[src/rtl/aes_spi_scheduler_if.sv]
// Request/response bundle between the requesters and the AES SPI scheduler.
//   req_valid  [1:0]        per-requester request, held until the matching ack
//   req_block  [255:0]      {blk1, blk0}
//   req_key    [2*NK*32-1:0] {key1, key0}
//   req_ack    [1:0]        one-cycle pulse when a request is captured
//   resp_valid              one-cycle pulse when resp_data is fresh
//   resp_id                 requester that owns resp_data
//   resp_data  [127:0]      returned block, held until the next resp_valid
//   busy                    high from grant through the resp_valid cycle
// master = requester side, slave = scheduler side.
interface aes_spi_scheduler_if #(
    parameter int NK = 4
);
    logic [1:0]           req_valid;
    logic [255:0]         req_block;
    logic [2*NK*32-1:0]   req_key;
    logic [1:0]           req_ack;
    logic                 resp_valid;
    logic                 resp_id;
    logic [127:0]         resp_data;
    logic                 busy;

    modport master (
        output req_valid, req_block, req_key,
        input  req_ack, resp_valid, resp_id, resp_data, busy
    );

    modport slave (
        input  req_valid, req_block, req_key,
        output req_ack, resp_valid, resp_id, resp_data, busy
    );
endinterface

[src/rtl/aes_spi_scheduler.sv]
// Shares one AES SPI slave between two requesters with round-robin arbitration
// and runs each transaction as: chip-select setup period, 128-bit block out,
// NK*32-bit key out (both LSB-first), WAIT_BITS idle periods, 128-bit result
// in (LSB-first), chip-select hold period, response.
// SCLK comes from an enable-tick divider in the clk domain: each bit period is
// 2*DIV clk cycles, low half first.
// Ports:
//   clk, reset      system clock, synchronous active-high reset
//   bus             request/response bundle (slave modport)
//   spi_sclk_o      serial clock
//   spi_cs_n_o      chip select, active low
//   spi_mosi_o      serial data to the slave
//   spi_miso_i      serial data from the slave
//   spi_phase_o     0 = load/wait, 1 = readback
module aes_spi_scheduler #(
    parameter int NK        = 4,
    parameter int DIV       = 50,
    parameter int WAIT_BITS = 16
) (
    input  logic                clk,
    input  logic                reset,
    aes_spi_scheduler_if.slave  bus,
    output logic                spi_sclk_o,
    output logic                spi_cs_n_o,
    output logic                spi_mosi_o,
    input  logic                spi_miso_i,
    output logic                spi_phase_o
);

    localparam int KW    = NK * 32;
    localparam int MAXKB = (KW > WAIT_BITS) ? KW : WAIT_BITS;
    localparam int MAXB  = (MAXKB > 128) ? MAXKB : 128;
    localparam int BW    = $clog2(MAXB);
    localparam int DW    = $clog2(2 * DIV);

    localparam logic [BW-1:0] BLK_LAST  = BW'(127);
    localparam logic [BW-1:0] KEY_LAST  = BW'(KW - 1);
    localparam logic [BW-1:0] WAIT_LAST = BW'(WAIT_BITS - 1);
    localparam logic [DW-1:0] HALF_END  = DW'(DIV - 1);
    localparam logic [DW-1:0] PER_END   = DW'(2 * DIV - 1);

    typedef enum logic [3:0] {
        IDLE, GRANT, CS_SETUP, SEND_BLK, SEND_KEY, WAIT, RECV, CS_HOLD, DONE
    } state_t;

    state_t          state_q;
    logic [DW-1:0]   div_q;
    logic [BW-1:0]   bit_q;
    logic            rr_last_q;
    logic [1:0]      req_ack_q;
    logic            resp_valid_q;
    logic            resp_id_q;
    logic [127:0]    resp_data_q;
    logic            busy_q;
    logic            sclk_q;
    logic            cs_n_q;
    logic            mosi_q;
    logic            phase_q;
    logic [127:0]    blk_q;
    logic [KW-1:0]   key_q;
    logic [127:0]    rx_q;

    logic            grant_id_d;
    logic            half_end;
    logic            per_end;

    // A lone request wins outright; round-robin only breaks ties.
    always_comb begin
        grant_id_d = bus.req_valid[1] & (~bus.req_valid[0] | ~rr_last_q);
    end

    // half_end: last cycle of the low half, so the next edge raises SCLK and
    // is the MISO sample edge. per_end: last cycle of the bit period.
    assign half_end = (div_q == HALF_END);
    assign per_end  = (div_q == PER_END);

    always_ff @(posedge clk) begin
        if (reset) begin
            state_q      <= IDLE;
            rr_last_q    <= 1'b1;
            req_ack_q    <= '0;
            resp_valid_q <= 1'b0;
            resp_id_q    <= 1'b0;
            resp_data_q  <= '0;
            busy_q       <= 1'b0;
            sclk_q       <= 1'b0;
            cs_n_q       <= 1'b1;
            mosi_q       <= 1'b0;
            phase_q      <= 1'b0;
            div_q        <= '0;
            bit_q        <= '0;
        end else begin
            req_ack_q    <= '0;
            resp_valid_q <= 1'b0;
            case (state_q)
                IDLE: begin
                    if (|bus.req_valid) begin
                        state_q   <= GRANT;
                        req_ack_q <= grant_id_d ? 2'b10 : 2'b01;
                        rr_last_q <= grant_id_d;
                        resp_id_q <= grant_id_d;
                        busy_q    <= 1'b1;
                    end
                end
                GRANT: begin
                    state_q <= CS_SETUP;
                    cs_n_q  <= 1'b0;
                    sclk_q  <= 1'b0;
                    mosi_q  <= 1'b0;
                    phase_q <= 1'b0;
                    div_q   <= '0;
                    bit_q   <= '0;
                end
                DONE: begin
                    state_q <= IDLE;
                    busy_q  <= 1'b0;
                end
                default: begin
                    // Serial states share the bit-period divider.
                    div_q <= per_end ? '0 : div_q + 1'b1;
                    if (half_end && state_q != CS_HOLD) sclk_q <= 1'b1;
                    if (per_end) begin
                        sclk_q <= 1'b0;
                        bit_q  <= bit_q + 1'b1;
                        case (state_q)
                            CS_SETUP: begin
                                state_q <= SEND_BLK;
                                mosi_q  <= blk_q[0];
                                bit_q   <= '0;
                            end
                            SEND_BLK: begin
                                if (bit_q == BLK_LAST) begin
                                    state_q <= SEND_KEY;
                                    mosi_q  <= key_q[0];
                                    bit_q   <= '0;
                                end else begin
                                    // blk_q shifts on this same edge.
                                    mosi_q <= blk_q[1];
                                end
                            end
                            SEND_KEY: begin
                                if (bit_q == KEY_LAST) begin
                                    state_q <= WAIT;
                                    mosi_q  <= 1'b0;
                                    bit_q   <= '0;
                                end else begin
                                    mosi_q <= key_q[1];
                                end
                            end
                            WAIT: begin
                                if (bit_q == WAIT_LAST) begin
                                    state_q <= RECV;
                                    phase_q <= 1'b1;
                                    bit_q   <= '0;
                                end
                            end
                            RECV: begin
                                if (bit_q == BLK_LAST) begin
                                    state_q <= CS_HOLD;
                                    cs_n_q  <= 1'b1;
                                    phase_q <= 1'b0;
                                    bit_q   <= '0;
                                end
                            end
                            CS_HOLD: begin
                                state_q      <= DONE;
                                resp_valid_q <= 1'b1;
                                resp_data_q  <= rx_q;
                            end
                            default: ;
                        endcase
                    end
                end
            endcase
        end
    end

    // Datapath registers carry no reset; they are fully rewritten by every
    // transaction before being observed.
    always_ff @(posedge clk) begin
        if (state_q == IDLE && (|bus.req_valid)) begin
            blk_q <= grant_id_d ? bus.req_block[255:128] : bus.req_block[127:0];
            key_q <= grant_id_d ? bus.req_key[2*KW-1:KW] : bus.req_key[KW-1:0];
        end
        if (per_end && state_q == SEND_BLK) blk_q <= blk_q >> 1;
        if (per_end && state_q == SEND_KEY) key_q <= key_q >> 1;
        // First bit received ends up in bit 0 after 128 shifts.
        if (half_end && state_q == RECV) rx_q <= {spi_miso_i, rx_q[127:1]};
    end

    assign bus.req_ack    = req_ack_q;
    assign bus.resp_valid = resp_valid_q;
    assign bus.resp_id    = resp_id_q;
    assign bus.resp_data  = resp_data_q;
    assign bus.busy       = busy_q;
    assign spi_sclk_o     = sclk_q;
    assign spi_cs_n_o     = cs_n_q;
    assign spi_mosi_o     = mosi_q;
    assign spi_phase_o    = phase_q;

endmodule

[src/flat_wrapper.sv]
// flat-port wrapper written by rule: the top's interface ports become plain ports
module aes_spi_scheduler_flat 
#(
    parameter int NK        = 4,
    parameter int DIV       = 50,
    parameter int WAIT_BITS = 16
)
  (clk, reset, spi_sclk_o, spi_cs_n_o, spi_mosi_o, spi_miso_i, spi_phase_o, bus_req_valid, bus_req_block, bus_req_key, bus_req_ack, bus_resp_valid, bus_resp_id, bus_resp_data, bus_busy);
  aes_spi_scheduler_if #(.NK(NK)) bus_i ();
  input  logic clk;
  input  logic reset;
  output logic spi_sclk_o;
  output logic spi_cs_n_o;
  output logic spi_mosi_o;
  input  logic spi_miso_i;
  output logic spi_phase_o;
  input wire logic [$bits(bus_i.req_valid)-1:0] bus_req_valid;
  input wire logic [$bits(bus_i.req_block)-1:0] bus_req_block;
  input wire logic [$bits(bus_i.req_key)-1:0] bus_req_key;
  output wire logic [$bits(bus_i.req_ack)-1:0] bus_req_ack;
  output wire logic [$bits(bus_i.resp_valid)-1:0] bus_resp_valid;
  output wire logic [$bits(bus_i.resp_id)-1:0] bus_resp_id;
  output wire logic [$bits(bus_i.resp_data)-1:0] bus_resp_data;
  output wire logic [$bits(bus_i.busy)-1:0] bus_busy;
  assign bus_i.req_valid = bus_req_valid;
  assign bus_i.req_block = bus_req_block;
  assign bus_i.req_key = bus_req_key;
  assign bus_req_ack = bus_i.req_ack;
  assign bus_resp_valid = bus_i.resp_valid;
  assign bus_resp_id = bus_i.resp_id;
  assign bus_resp_data = bus_i.resp_data;
  assign bus_busy = bus_i.busy;
  aes_spi_scheduler #(.NK(NK), .DIV(DIV), .WAIT_BITS(WAIT_BITS)) u_core (.clk(clk), .reset(reset), .bus(bus_i), .spi_sclk_o(spi_sclk_o), .spi_cs_n_o(spi_cs_n_o), .spi_mosi_o(spi_mosi_o), .spi_miso_i(spi_miso_i), .spi_phase_o(spi_phase_o));
endmodule
[config.mk]
export PLATFORM = sky130hd
export DESIGN_NAME = aes_spi_scheduler_flat
export DESIGN_NICKNAME = d
export VERILOG_FILES = /design/src/rtl/aes_spi_scheduler_if.sv /design/src/rtl/aes_spi_scheduler.sv /design/src/flat_wrapper.sv
export SDC_FILE = /design/constraint.sdc
export NUM_CORES = 1
export LEC_CHECK = 0
export CAP_MARGIN = 20
export CORE_AREA = 2 2 254 256
export DETAILED_ROUTE_END_ITERATION = 12
export DIE_AREA = 0 0 256 258
export PLACE_DENSITY = 0.65
export SYNTH_ARGS = -nofsm -noshare
export SYNTH_HDL_FRONTEND = slang
export SYNTH_SLANG_ARGS = --single-unit
export TNS_END_PERCENT = 100
[constraint.sdc]
create_clock -name clk -period 4.3 [get_ports clk]
set_input_delay 0.86 -clock clk [delete_from_list [all_inputs] [get_ports clk]]
set_output_delay 0.86 -clock clk [all_outputs]
set_load 0.03 [all_outputs]
After elaboration in Yosys (flattened, before gate mapping)
Cells that the tools add are included.
Widths: inputs -> output; s select.

word-level totals
  bits in registers = 540
  word-level logic and storage cells = 123

cells by class
  add/subtract/negate cells = 2
  equality and inequality tests = 20
  muxes and demuxes = 42
  bitwise operators = 9
  reductions and logical operators = 32

operator list
  kind                 number
  $mux 127             4
  $mux 128             2
  $mux 7               4
  $pmux 7 s2           2
  $mux 4               6
  $pmux 4 s6           1
  $pmux 7 s3           1
  $eq 4x3->1 const B   4
  $ne 5x3->1 const B   3
  $add 7x1->7 const B  2
  $eq 7x7->1 const B   2
  $mux 1               13
  $pmux 1 s2           6
  $pmux 4 s3           1
  $reduce_bool 2->1    6
  $reduce_bool 9->1    1
  $reduce_or 3->1      3
  $eq 4x2->1 const B   2
  $reduce_and 2->1     4
  $reduce_bool 4->1    2
  $eq 7x4->1 const B   1
  $eq 7x6->1 const B   1
  $not 1->1            7
  $reduce_and 7->1     1
  other kinds (19)     26

Longest topological paths before layout
Gate-level depths: netlist of run 1.

  depth in word-level cells = 6
  gate-level depth with buffers = 9

Worst setup path before layout of run 1
No wires, ideal clock.

  path kind = flip-flop to flip-flop
  start = register u_core.div_q[0]
  end = register u_core.key_q[0] (enable)
  library setup time = 0.491 ns
  arrival time = 4.228 ns
  setup slack = -0.419 ns
  cell stages (with the launch flop) = 8
  period minus slack after synthesis = 4.719 ns
  cell sequence = dfxtp_1 > ha_1 > nand4b_1 > nor2_2 > nand3_1 > clkbuf_1 > clkbuf_1 > nand2_1

between the ends
  cells in the longest elaborated chain, start to end = 3

RTL lines
  element                      RTL line                  text
  start, declared              aes_spi_scheduler.sv:47   logic [DW-1:0] div_q;
  start signal, assigned       aes_spi_scheduler.sv:120  div_q <= per_end ? '0 : div_q + 1'b1;
  $eq 7x7->1                   aes_spi_scheduler.sv:75   assign per_end = (div_q == PER_END);
  $logic_and 1x1->1            aes_spi_scheduler.sv:186  if (per_end && state_q == SEND_KEY) key_q <= key_q >> 1;
  $reduce_bool 2->1 (no line)  --
  end signal, assigned         aes_spi_scheduler.sv:183  key_q <= grant_id_d ? bus.req_key[2*KW-1:KW] : bus.req_key[KW-1:0];
  end signal, assigned         aes_spi_scheduler.sv:186
  end, declared                aes_spi_scheduler.sv:60   logic [KW-1:0] key_q;

No other way between the ends.
A chain may end at the register's enable or synchronous reset.

Final worst setup path of run 1
  start = register u_core.div_q[1]
  end = register u_core.key_q[27] (enable)

The elaborated chain is that of the path after synthesis.

==> results of run 1 <==
[Yosys cell counts (all sizes together), types with 3 or more instances]
library cell | n | share of area
and3 | 4 | 0.0011
o2bb2ai | 3 | 0.0012
nand3 | 12 | 0.0029
o21ai | 12 | 0.0026
or2 | 7 | 0.0022
buf | 34 | 0.014
nor4 | 3 | 0.0014
nand2b | 5 | 0.0014
ha | 3 | 0.0017
or3 | 3 | 0.00083
o21a | 3 | 0.00099
or4 | 3 | 0.00099
dfxtp | 158 | 0.14
nand4 | 4 | 0.0014
nor2b | 5 | 0.0014
nor2 | 279 | 0.046
nor3 | 8 | 0.0022
xor2 | 3 | 0.0012
a21oi | 141 | 0.031
clkbuf | 136 | 0.023
inv | 4 | 0.00066
a311oi | 3 | 0.0012
nand2 | 787 | 0.13
a31oi | 261 | 0.072
edfxtp | 382 | 0.51
[sequential cells by signal, summed over array words and instances, names as in the netlist, 2 cells and up]
register / flops
u_core.bit_q: 7
u_core.blk_q: 128
u_core.bus.req_ack: 2
u_core.bus.resp_data: 128
u_core.div_q: 7
u_core.key_q: 128
u_core.rx_q: 128
u_core.state_q: 4
[logic make-up (layout without fill, tap and decap cells)]
kind of cell	Yosys count	in the layout
compound gates	446	446
xor+xnor	5	5
fa+ha+maj	3	3
buf+inv	174	792
flops	540	540
mux	2	2
other cells	0	12
simple gates	1127	1127
[worst reg2reg max path, stage by stage, from the launching register on]
cell and delay, ns:
dfxtp_1 0.40, ha_1 0.22, nand4b_1 0.20, nor2_2 0.43, nand3_4 0.56, nand2_8 0.59, buf_4 0.44
[routing by layer]
metal | vias up | track usage | part of all wire
met1 | 9111 | 0.252 | 0.40
met4 | 4 | 0.0707 | 0.028
met3 | 117 | 0.0487 | 0.071
met5 | - | 0 | 0.00038
met2 | 729 | 0.356 | 0.50
li1 | 9144 | - | -
[worst paths after layout]
path	slack, ns	to	cells past startpoint	startpoint
worst min-delay path	0.44	u_core.rx_q[44]$_DFFE_PP_	0	u_core.rx_q[45]$_DFFE_PP_
worst max-delay path	1.09	u_core.key_q[27]$_DFFE_PP_	6	u_core.div_q[1]$_SDFFE_PP0N_
worst max register to register	1.09	u_core.key_q[27]$_DFFE_PP_	6	u_core.div_q[1]$_SDFFE_PP0N_
worst min register to register	0.44	u_core.rx_q[44]$_DFFE_PP_	0	u_core.rx_q[45]$_DFFE_PP_
[area by class of cell]
class	instances	area (um^2)
clock buffer	76	1580
tap	855	1070
fill	5716	31700
multi-input combinational	1583	7270
antenna	12	30.0
clock inverter	32	350
timing repair buffer	680	6960
inverter	4	15.0
sequential	540	14600
[power groups by stage]
stage | Clock (mW) | Combinational [mW] | Sequential (mW)
final | 5.06 | 2.26 | 7.23
after global routing | 5.36 | 2.48 | 7.33
after CTS | 5.17 | 2.29 | 7.23
after detailed placement | 0 | 2.29 | 7.32
after global placement | 0 | 2.23 | 7.30
after floorplan | 0 | 1.22 | 7.27
[layout by cell type (no fill, tap or decap), drive strengths merged, types with 4 or more instances in the layout]
cell           synthesis  final
diode                  0     12
or2                    7      7
inv                    4      5
bufinv                 0      6
edfxtp               382    382
dfxtp                158    158
nand3                 12     12
nand2                787    787
clkdlybuf4s50          0    652
and3                   4      4
clkinv                 0     22
nor2b                  5      5
a31oi                261    261
a21oi                141    141
nor3                   8      8
o21ai                 12     12
buf                   34     28
nand2b                 5      5
nand4                  4      4
clkbuf               136     76
nor2                 279    279
==> key figures, run 1 <==
Place
  – Setup slack at placement: roughly 0.98 ns
  – Gpl congestion: 0.918
  – Placed Cells: 3,661
  – Port Buffers: between 600 and 700
  – Post-DP Area: about 30,000 um^2
  – DPL Wire Length: just over 50,000 um

Drt
  – DRT iter0 DRCs: 1,641
  – WL per Instance: 18.7 um
  – DRC viols: 0
  – Drt pass-1 iters: 6
  – Routed Antenna Nets: 0
  – Final wirelength: between 70,000 and 80,000 um
  – DR vias/cell: 5.05
  – Total number of vias: ~19,000

STA
  – Worst slew pin tran: roughly 0.98 ns
  – RSZ-0062 raised after global routing: no
  – Rel. slew slack: 0.345
  – Tmin final: 3.21 ns
  – Final Setup Violations: 0
  – Setup ws final: 1.09 ns
  – Post-route clock period utilization: 0.747
  – Endpoints failing hold: 0
  – Setup TNS: 0 ns
  – WHS: 0.445 ns
  – Clk_skew: 0.0252 ns
  – Peak Freq: 312 MHz
  – Fin. max-slew vios: 0

Worst setup path
  – WP data arrival: around 3.5 ns
  – Crit path capture type: register
  – Worst path max stage delay: 0.57 ns
  – Critical path launch point type: register
  – Crit path max-delay cell type: nand2_8
  – WS Path Type: reg -> reg
  – Bufs and invs on worst path: 1
  – Top Family by Delay on Critical Path: simple AND/OR/NAND/NOR gates
  – Worst EP required: 4.57 ns
  – Max Fanout on Critical Path: 58
  – Critical Path, Cell by Cell: ha_1 -> nand4b_1 -> nor2_2 -> nand3_4 -> nand2_8 -> buf_4

Power and ir drop
  – Power per cell area: 456 nW/um^2
  – Pwr Total: ~15 mW
  – Clock power share: 0.348
  – Sw power: 3.82 mW
  – Worst vdd ir: 0.000288 V
  – Cell Int Power: 10.7 mW
  – Comb power frac: 0.156
  – Part of the power in registers: 0.497
  – Switching Share: 0.262
  – Leakage Power: roughly 11 nW

Die
  – Io pins: 654
  – Starting Density: 0.356
  – DIE WIDTH: 256 um
  – Die Area: 66,000 um^2
  – FP Rows: 93
  – CORE AREA: 63,600 um^2
  – Die Y: around 260 um

Yosys
  – Synth Area in Adders: 0.00166
  – EDFF count, synth: 382
  – Synth Area in Compound Gates: 0.118
  – Largest family of logic cells by synthesized area: simple AND/OR/NAND/NOR gates
  – Simple logic cell fraction of the synthesized area: 0.195
  – Multiplexer share of the synthesized area: 0.000883
  – Synth Area in XOR/XNOR: 0.00193
  – Synth Register Bits: 540
  – Syn. warnings: 0
  – Average cell area after synthesis: 9.87 um^2
  – Seq/Total Area, Yosys: 0.645
  – Syn Nets: 2,817
  – Primary FF master, synth: edfxtp_1
  – Syn Inst Count: 2,297
  – FFs w/ async S/R, synth: 0
  – Mapped Area: 22,700 um^2
  – Cell variety after synth: 59

CTS
  – Post-cts repair resize count: 0
  – CTS buffer count: between 50 and 60
  – H-tree depth: 2
  – Clk root buf: clkbuf_16
  – # Post-CTS Setup Buffers: 0
  – Clock-pin transition on the worst setup and hold timing paths: 0.06 ns
  – Hold-fix buffers, CTS: 0
  – CTS Buffer Depth: 3
  – Worst skew pair latency: 0.62 ns
  – CTS Sinks: 540
  – CTS tree: done

GRT
  – Largest net degree at the start of global routing: 128
  – Overall Global Routing Usage: 0.206
  – Initial antenna violation count: 16
  – Total grt overflow: 0
  – Vias in the first global route: 18,500
  – First-pass GRT wire length: 107,000 um

Run
  – MaxCap Viol Count: 0

Worst hold path
  – Hold Path Class: reg -> reg

Layout
  – Final core utilization: 0.501
  – Nets: roughly 3,400
  – Cell area after layout: 31,900 um^2
  – Non-Filler Instances: 3,782
  – Share of cells above drive strength 1: 0.0477
  – Syn-to-layout area delta: 40.7%

Run status
  – Status: finished, final reports clean
Note: power is estimated with default switching activity, not from simulation.
==> inputs of run 2 (changes only) <==
- CORE_AREA: 2 2 254 256 -> 2 2 255 257
- DIE_AREA: 0 0 256 258 -> 0 0 257 259
- PLACE_DENSITY: 0.65 -> 0.62
- clock period: 4.3 -> 3.3 ns (I/O delays scaled with it)
==> key figures, run 2 (synthesis results as in run 1) <==
Layout
  – Syn-to-layout area delta: 41.3% (was 40.7%)
  – Multi-input logic area: 7270 um^2 (unchanged)
  – Most common cell after layout, fill and taps aside: nand2_1 (unchanged)
  – Nets: 3,409 (was 3,386)
  – Sequential cell area: 14,600 um^2 (unchanged)
  – Cell area after layout: 32,000 um^2 (was 31,900 um^2)
  – Most frequent cells in the layout: nand2_1 (784), clkdlybuf4s50_1 (652), edfxtp_1 (382) (unchanged)
  – Share of cells above drive strength 1: 0.0528 (was 0.0477)
  – Layout fillers: 5,784 (was 5,716)

STA
  – Tmin final: 2.82 ns (was 3.21 ns)
  – Rel. slew slack: 0.339 (was 0.345)
  – Clk_skew: 0.0192 ns (was 0.0252 ns)
  – Peak Freq: 354 MHz (was 312 MHz)
  – Fin. max-slew vios: 0 (unchanged)
  – Final Setup Violations: 0 (unchanged)
  – Setup TNS: 0 ns (unchanged)
  – Worst slew pin tran: 0.992 ns (was 0.983 ns)
  – Post-route clock period utilization: 0.855 (was 0.747)
  – RSZ-0062 raised after global routing: no (unchanged)
  – Endpoints failing hold: 0 (unchanged)

GRT
  – Vias in the first global route: 18,900 (was 18,500)
  – Initial antenna violation count: 13 (was 16)
  – Largest net degree at the start of global routing: 129 (was 128)
  – First-pass GRT wire length: 109,000 um (was 107,000 um)
  – Total grt overflow: 0 (unchanged)
  – Overall Global Routing Usage: 0.208 (was 0.206)

Place
  – Port Buffers: 653 (unchanged)
  – Post-DP Area: 30,200 um^2 (was 29,900 um^2)
  – DPL Wire Length: 52,900 um (was 51,300 um)
  – Gpl congestion: 0.903 (was 0.918)

Worst hold path
  – Hold path start: u_core.rx_q[100]$_DFFE_PP_ (was u_core.rx_q[45]$_DFFE_PP_)
  – Hold Path Class: reg -> reg (unchanged)
  – Hold Path End: u_core.rx_q[99]$_DFFE_PP_ (was u_core.rx_q[44]$_DFFE_PP_)
  – WHS Path Cells: 0 (unchanged)

Worst setup path
  – WS Path Type: reg -> reg (unchanged)
  – Max Fanout on Critical Path: 85 (was 58)
  – WP data arrival: 3.35 ns (was 3.48 ns)
  – R2R Setup Slk: 0.48 ns (was 1.09 ns)
  – Worst EP required: 3.83 ns (was 4.57 ns)
  – R2r endpoint: u_core.bus.resp_data[27]$_SDFFE_PP0P_ (was u_core.key_q[27]$_DFFE_PP_)
  – Reg2Reg Launch Point: u_core.div_q[0]$_SDFFE_PP0N_ (was u_core.div_q[1]$_SDFFE_PP0N_)
  – Crit path capture type: register (unchanged)
  – R2R depth: 7 (was 6)
  – Critical path launch point type: register (unchanged)

Drt
  – DRT iter0 DRCs: 1,524 (was 1,641)
  – WL per Instance: 19.0 um (was 18.7 um)
  – DRC viols: 0 (unchanged)
  – Routed Antenna Nets: 0 (unchanged)
  – DR vias/cell: 5.03 (was 5.05)
  – Final wirelength: 72,200 um (was 70,900 um)
  – Total number of vias: 19,100 (about the same)
  – Drt pass-1 iters: 5 (was 6)

CTS
  – Post-cts repair resize count: 0 (unchanged)
  – CTS buffer count: 58 (was 57)
  – CTS Buffer Depth: 3 (unchanged)
  – CTS tree: done (unchanged)
  – CTS Sinks: 540 (unchanged)
  – Worst skew pair latency: 0.62 ns (about the same)
  – H-tree depth: 2 (unchanged)
  – Clk root buf: clkbuf_16 (unchanged)
  – Clock-pin transition on the worst setup and hold timing paths: 0.06 ns (about the same)
  – # Post-CTS Setup Buffers: 0 (unchanged)
  – Hold-fix buffers, CTS: 0 (unchanged)

Die
  – Io pins: 654 (unchanged)
  – DIE WIDTH: 257 um (was 256 um)
  – Starting Density: 0.355 (was 0.356)
  – Die Area: 66,600 um^2 (was 66,000 um^2)
  – CORE AREA: 63,900 um^2 (was 63,600 um^2)
  – Die Y: 259 um (was 258 um)
  – FP Rows: 93 (unchanged)

Power and ir drop
  – Leakage Power: 11.1 nW (was 11.0 nW)
  – Power per cell area: 591 nW/um^2 (was 456 nW/um^2)
  – Worst vdd ir: 0.000398 V (was 0.000288 V)

Run status
  – Status: finished, final reports clean (unchanged)

Run
  – MaxCap Viol Count: 0 (unchanged)
run 2: how the worst max path moves through the flow:
stage,start,end
floorplan,u_core.div_q[2]$_SDFFE_PP0N_,u_core.rx_q[0]$_DFFE_PP_
global placement,u_core.div_q[0]$_SDFFE_PP0N_,u_core.bus.resp_data[17]$_SDFFE_PP0P_
detailed placement,u_core.div_q[0]$_SDFFE_PP0N_,u_core.bus.resp_data[27]$_SDFFE_PP0P_
CTS,u_core.div_q[0]$_SDFFE_PP0N_,u_core.bus.resp_data[27]$_SDFFE_PP0P_
global route,u_core.div_q[0]$_SDFFE_PP0N_,u_core.bus.resp_data[27]$_SDFFE_PP0P_
finish,u_core.div_q[0]$_SDFFE_PP0N_,u_core.bus.resp_data[27]$_SDFFE_PP0P_
run 2: layout make-up:
class | count | share of cell area
Clock inverter | 30 | 0.00746
Antenna cell | 12 | 0.000937
Sequential cell | 540 | 0.457
Clock buffer | 79 | 0.0500
Tap cell | 855 | 0.0334
Timing Repair Buffer | 702 | 0.224
Multi-Input combinational cell | 1583 | 0.227
Inverter | 4 | 0.000469
run 2: power by group:
| group | total, mW | internal [mW] | switching [mW] |
|---|---|---|---|
| logic | 3.20 | 1.34 | 1.86 |
| registers | 9.37 | 8.95 | 0.420 |
| clock network | 6.37 | 3.63 | 2.74 |
| total | 18.9 | 13.9 | 5.02 |
run 2: worst max-delay path: stages, from the launching register on:
cell      delay [ns]
dfxtp_1         0.36
ha_1            0.25
nand4b_1        0.20
or2_1           0.36
or2_4           0.85
buf_4           0.43
nand2_1         0.09
a21oi_1         0.16
run 2: metal layers:
metal / vias to the layer above / wire (um) / track usage
met4: 2 / 2010 / 0.0669
met2: 663 / 36100 / 0.363
met5: - / 13 / 0
li1: 9195 / - / -
met1: 9146 / 29500 / 0.259
met3: 115 / 4520 / 0.0404
run 2: stage by stage:
| stage | hold slack (ns) | total power, mW | utilization | setup WS, ns | cells |
|---|---|---|---|---|---|
| 6_report | 0.448 | 18.9 | 0.502 | 0.478 | 3805 |
| 5_1_grt | 0.455 | 19.8 | 0.502 | 0.183 | 3804 |
| 4_1_cts | 0.443 | 19.2 | 0.501 | 0.440 | 3793 |
| 3_5_place_dp | 0.434 | 12.7 | 0.472 | 0.455 | 3684 |
| 3_3_place_gp | 0.430 | 12.6 | 0.472 | 0.623 | 3684 |
| 2_1_floorplan | 0.426 | 11.0 | - | 0.360 | 2297 |
